### src/rtl/wb_initiator.sv
// rtl/wb_initiator.sv - Wishbone B4 classic single-transfer initiator with valid/ready command and response
// Optional bus timeout abort is enabled by defining WB_INIT_TIMEOUT_EN.
module wb_initiator #(
    parameter int ADDR_W         = 32,
    parameter int DATA_W         = 32,
    parameter int TIMEOUT_CYCLES = 255
) (
    input  logic                  clk_i,
    input  logic                  rst_ni,

    input  logic                  req_valid_i,
    output logic                  req_ready_o,
    input  logic                  req_we_i,
    input  logic [ADDR_W-1:0]     req_adr_i,
    input  logic [DATA_W-1:0]     req_dat_i,
    input  logic [DATA_W/8-1:0]   req_sel_i,

    output logic                  rsp_valid_o,
    input  logic                  rsp_ready_i,
    output logic [DATA_W-1:0]     rsp_dat_o,
    output logic                  rsp_err_o,

    output logic                  wbm_cyc_o,
    output logic                  wbm_stb_o,
    output logic                  wbm_we_o,
    output logic [ADDR_W-1:0]     wbm_adr_o,
    output logic [DATA_W-1:0]     wbm_dat_o,
    output logic [DATA_W/8-1:0]   wbm_sel_o,
    input  logic                  wbm_ack_i,
    input  logic                  wbm_err_i,
    input  logic [DATA_W-1:0]     wbm_dat_i
);

    localparam int SEL_W = DATA_W / 8;

    if (TIMEOUT_CYCLES < 1 || TIMEOUT_CYCLES > 65535) begin : g_bad_timeout
        $error("wb_initiator: TIMEOUT_CYCLES out of range 1..65535");
    end

    typedef enum logic [1:0] {
        S_IDLE = 2'd0,
        S_BUS  = 2'd1,
        S_RESP = 2'd2
    } state_t;

    state_t              state_q, state_d;

    logic                cyc_q, cyc_d;
    logic                stb_q, stb_d;
    logic                we_q, we_d;
    logic [ADDR_W-1:0]   adr_q, adr_d;
    logic [DATA_W-1:0]   dat_q, dat_d;
    logic [SEL_W-1:0]    sel_q, sel_d;

    logic                rsp_valid_q, rsp_valid_d;
    logic                rsp_err_q, rsp_err_d;
    logic [DATA_W-1:0]   rsp_dat_q, rsp_dat_d;

    logic                timeout_hit;
    logic                bus_done;
    logic                bus_fail;

`ifdef WB_INIT_TIMEOUT_EN
    logic [15:0]         cnt_q, cnt_d;

    // Counter reads 0 in the first BUS cycle, so expiry is at TIMEOUT_CYCLES-1.
    assign timeout_hit = (state_q == S_BUS) && (cnt_q == 16'(TIMEOUT_CYCLES - 1));

    always_comb begin
        cnt_d = 16'd0;
        if (state_q == S_BUS) begin
            cnt_d = cnt_q + 16'd1;
        end
    end

    always_ff @(posedge clk_i or negedge rst_ni) begin
        if (!rst_ni) begin
            cnt_q <= 16'd0;
        end else begin
            cnt_q <= cnt_d;
        end
    end
`else
    assign timeout_hit = 1'b0;
`endif

    assign bus_done = wbm_ack_i | wbm_err_i | timeout_hit;
    // A real ack or err in the expiry cycle wins over the timeout.
    assign bus_fail = wbm_err_i | (~wbm_ack_i & timeout_hit);

    always_ff @(posedge clk_i or negedge rst_ni) begin
        if (!rst_ni) begin
            state_q     <= S_IDLE;
            cyc_q       <= 1'b0;
            stb_q       <= 1'b0;
            we_q        <= 1'b0;
            adr_q       <= '0;
            dat_q       <= '0;
            sel_q       <= '0;
            rsp_valid_q <= 1'b0;
            rsp_err_q   <= 1'b0;
            rsp_dat_q   <= '0;
        end else begin
            state_q     <= state_d;
            cyc_q       <= cyc_d;
            stb_q       <= stb_d;
            we_q        <= we_d;
            adr_q       <= adr_d;
            dat_q       <= dat_d;
            sel_q       <= sel_d;
            rsp_valid_q <= rsp_valid_d;
            rsp_err_q   <= rsp_err_d;
            rsp_dat_q   <= rsp_dat_d;
        end
    end

    always_comb begin
        state_d = state_q;
        case (state_q)
            S_IDLE: if (req_valid_i) state_d = S_BUS;
            S_BUS:  if (bus_done)    state_d = S_RESP;
            S_RESP: if (rsp_ready_i) state_d = S_IDLE;
            default:                 state_d = S_IDLE;
        endcase
    end

    always_comb begin
        cyc_d       = cyc_q;
        stb_d       = stb_q;
        we_d        = we_q;
        adr_d       = adr_q;
        dat_d       = dat_q;
        sel_d       = sel_q;
        rsp_valid_d = rsp_valid_q;
        rsp_err_d   = rsp_err_q;
        rsp_dat_d   = rsp_dat_q;
        case (state_q)
            S_IDLE: begin
                if (req_valid_i) begin
                    cyc_d = 1'b1;
                    stb_d = 1'b1;
                    we_d  = req_we_i;
                    adr_d = req_adr_i;
                    dat_d = req_dat_i;
                    sel_d = req_sel_i;
                end
            end
            S_BUS: begin
                if (bus_done) begin
                    cyc_d       = 1'b0;
                    stb_d       = 1'b0;
                    rsp_valid_d = 1'b1;
                    rsp_err_d   = bus_fail;
                    rsp_dat_d   = (bus_fail || we_q) ? '0 : wbm_dat_i;
                end
            end
            S_RESP: begin
                if (rsp_ready_i) begin
                    rsp_valid_d = 1'b0;
                    rsp_err_d   = 1'b0;
                end
            end
            default: begin
                cyc_d = 1'b0;
                stb_d = 1'b0;
            end
        endcase
    end

    // Held low while reset is asserted so no command is taken during reset.
    assign req_ready_o = rst_ni && (state_q == S_IDLE);

    assign wbm_cyc_o   = cyc_q;
    assign wbm_stb_o   = stb_q;
    assign wbm_we_o    = we_q;
    assign wbm_adr_o   = adr_q;
    assign wbm_dat_o   = dat_q;
    assign wbm_sel_o   = sel_q;
    assign rsp_valid_o = rsp_valid_q;
    assign rsp_err_o   = rsp_err_q;
    assign rsp_dat_o   = rsp_dat_q;

endmodule

### config.mk
export PLATFORM = sky130hd
export DESIGN_NAME = wb_initiator
export DESIGN_NICKNAME = d
export VERILOG_FILES = /design/src/rtl/wb_initiator.sv
export SDC_FILE = /design/constraint.sdc
export NUM_CORES = 1
export LEC_CHECK = 0
export CELL_PAD_IN_SITES_DETAIL_PLACEMENT = 1
export CELL_PAD_IN_SITES_GLOBAL_PLACEMENT = 1
export CORE_MARGIN = 8
export CORE_UTILIZATION = 30
export DETAILED_ROUTE_END_ITERATION = 16
export GPL_ROUTABILITY_DRIVEN = 0
export PLACE_DENSITY_LB_ADDON = 0.1
export SYNTH_ARGS = -nofsm -noshare
export SYNTH_HDL_FRONTEND = slang
export SYNTH_SLANG_ARGS = --single-unit
### constraint.sdc
create_clock -name clk_i -period 2.1 [get_ports clk_i]
set_clock_uncertainty 0.2 [all_clocks]
set_input_delay 0.42 -clock clk_i [delete_from_list [all_inputs] [get_ports clk_i]]
set_output_delay 0.42 -clock clk_i [all_outputs]
set_load 0.01 [all_outputs]
==> flow_summary.toml <==
[cells_and_area]
nets = 638
fin_util_pct = 50.7
num_antenna_cells = 0
postLayoutCellArea_um2 = 7020
fill_cells = 1459
fin_cells = 716
drive_above_1_share_pct = 17.7
area_delta_synth_final_pct = 66.3

[clock_tree]
cts_inserted_buffers = 9
clock_path_buffers = 2
cts.sinks = 106
cts_setup_buffers = 0
cts_tree = "built"
htreeDepth = 3
cts-root-buf = "clkbuf_16"
clkTransAtPathRegs_ns = 0.07
clk_latency_ns = 0.34

[grt]
antenna_found_initial = 0
grt_max_degree = 107
grt_pass1_vias = 3588
grt_pass1_wl_um = 20600
grt-ovfl-total = 0
grt_usage_pct = 14.6

[setup_path]
cp-start-kind = "register"
slowest_delay_ns = 0.59
path_cells = "clkdlybuf4s50_1"
cpMaxStageDelayCell = "clkdlybuf4s50_1"
reg2reg_setup_slack_ns = 0.34
worst_setup_path_end_kind = "output pin"
critPathBufInv = 1
path_class = "reg2out"
crit_arrival_ns = 1.33
cp_top_family = "buffers and inverters"
crit_fanout = 3
cp.required_ns = 1.48

[sta]
rsz0062_at_grt = "no"
timing.final.crit_period_ns = 1.95
maxSlewViolCount = 0
finalSetupViolations = 0
max_freq_mhz = 512
fin_crit_sh_pct = 93.1
hold_viol_final = 0
relSlewSlack_pct = 62.3
worst_pin_slew_ns = 0.566

[logic_synthesis]
syn_area_um2 = 4220
synth-edff-count = 0
synth_common_cells = "dfrtp_1 (106), mux2_2 (59), inv_1 (33), mux2i_1 (33), nand2_1 (33)"
synth_ff_type = "dfrtp_1"
postSynthAreaPerCell_um2 = 13.7
synth_most_common_cell = "dfrtp_1"
ys_ff_latch = 106
synth.distinct_cells = 21
synth-async-reset-ratio_pct = 100
postSynthCellCount = 308
yosysTopAreaCellShare_pct = 62.9
seq_area_frac_synth_pct = 62.9
ys_warn_count = 0
synthTopCellsByArea = "dfrtp_1 (63%), mux2_2 (16%), mux2i_1 (7.8%)"
yosys.area.top_type = "dfrtp_1"
syn-num-nets = 415

[pwr]
p_leak_nw = 2.90
pwr_density_cell_nw_per_um2 = 1400
ir_drop_mv = 0.490

[floorplanning]
ios = 213
die_h_um = 135
core_um2 = 13800
initial_core_util_pct = 30.5
fp.dieW_um = 135
die_area_um2 = 18100
num_rows = 43

[min_path]
hold_path.class = "reg2reg"

[drt]
drt_iter0_markers = 125
drt_wl_total_um = 12900
via_count = 3146
wl_per_cell_um = 18.1
ant_nets = 0
viasPerCell = 4.39
drc = 0
firstDrtPassIters = 2

[placed_design]
portBuffers = 212
dp_hpwl_um = 9860
place_area_um2 = 6700
placedCellCount = 699

[job]
maxCapViolations = 0

[outcome]
outcome = "finished clean"
-- placed cells by master (no fill, tap or decap), drive strengths merged --
cell type and count:
nand3b 1, nor2 3, dlygate4sd2 1, clkinv 2, a21o 1, bufinv 1, nor4bb 1, inv 35
nand3 1, nor3 2, buf 17, or2 1, nor3b 3, clkdlybuf4s50 210, dlygate4sd3 1, mux2 69
nand2 33, dfrtp 106, mux2i 33, o21ai 1, a21oi 3, clkbuf 11
-- stage by stage --
step / TNS (ns) / power [mW] / hold WS (ns) / worst slack [ns]
after global placement: -1.15 / 8.09 / 0.266 / -0.0250
after floorplan: 0 / 5.40 / -0.0756 / 0.378
after CTS: 0 / 10.0 / 0.290 / 0.106
after detailed placement: -2.08 / 8.24 / 0.270 / -0.0498
final: 0 / 9.82 / 0.286 / 0.145
after global routing: 0 / 10.5 / 0.306 / 0.0729
-- path summary, 6_finish.rpt --
check | from | cells after the start | endpoint
max in group asynchronous | rst_ni | 3 | rsp_dat_o[16]$_DFFE_PN0P_
setup / recovery | wbm_we_o$_DFFE_PN0P_ | 1 | wbm_we_o
setup reg to reg | state_q[1]$_DFFE_PN0P_ | 5 | wbm_adr_o[1]$_DFFE_PN0P_
hold / removal | wbm_adr_o[6]$_DFFE_PN0P_ | 1 | wbm_adr_o[6]$_DFFE_PN0P_
min in group asynchronous | rst_ni | 3 | wbm_dat_o[28]$_DFFE_PN0P_
hold reg to reg | wbm_adr_o[6]$_DFFE_PN0P_ | 1 | wbm_adr_o[6]$_DFFE_PN0P_
-- routing by layer --
metal,global-route usage (%),routed length [µm],up-vias
met1,18.2,5570,1549
met2,22.4,5990,131
met3,5.68,1200,10
met4,5.43,160,0
met5,0,0,-
li1,-,-,1456
-- kinds of logic (layout without fill, tap and decap cells) --
kind of cell / after synthesis / after routing / share of synthesized area (%)
buffers and inverters: 50 / 278 / 5.31
AND/OR/NAND/NOR: 45 / 45 / 4.92
multiplexers: 102 / 102 / 26.2
flip-flops: 106 / 106 / 62.9
AO/OA/AOI/OAI: 5 / 5 / 0.652
-- flip-flops by register name, summed over array words and instances, names as in the netlist --
signal and cells:
wbm_stb_o 1, rsp_valid_o 1, wbm_we_o 1, rsp_err_o 1
rsp_dat_o 32, wbm_sel_o 4, wbm_dat_o 32, state_q 2
wbm_adr_o 32
-- layout make-up --
type,instances,area [µm²],area share (%)
Sequential cell,106,2650,37.8
Timing Repair Buffer,229,2360,33.6
Multi-Input combinational cell,152,1350,19.2
Clock buffer,11,243,3.46
Tap cell,180,225,3.21
Inverter,33,124,1.77
Clock inverter,5,61.3,0.874
-- repair_timing --
action / 4_1_cts / 5_1_grt
hold buffers: 1 / 0
endpoints found under the setup margin: 1 / 0
resized for setup: 1 / 0
endpoints found under the hold margin: 34 / 0
-- report_power, final --
group,leakage [nW],switching (mW),internal (mW),total [mW]
clock,0.151,0.775,0.968,1.74
sequential,1.30,0.485,2.98,3.46
combinational,1.45,1.79,2.82,4.61
total,2.90,3.05,6.76,9.82
No activity file was read; power rests on OpenSTA's default activity.
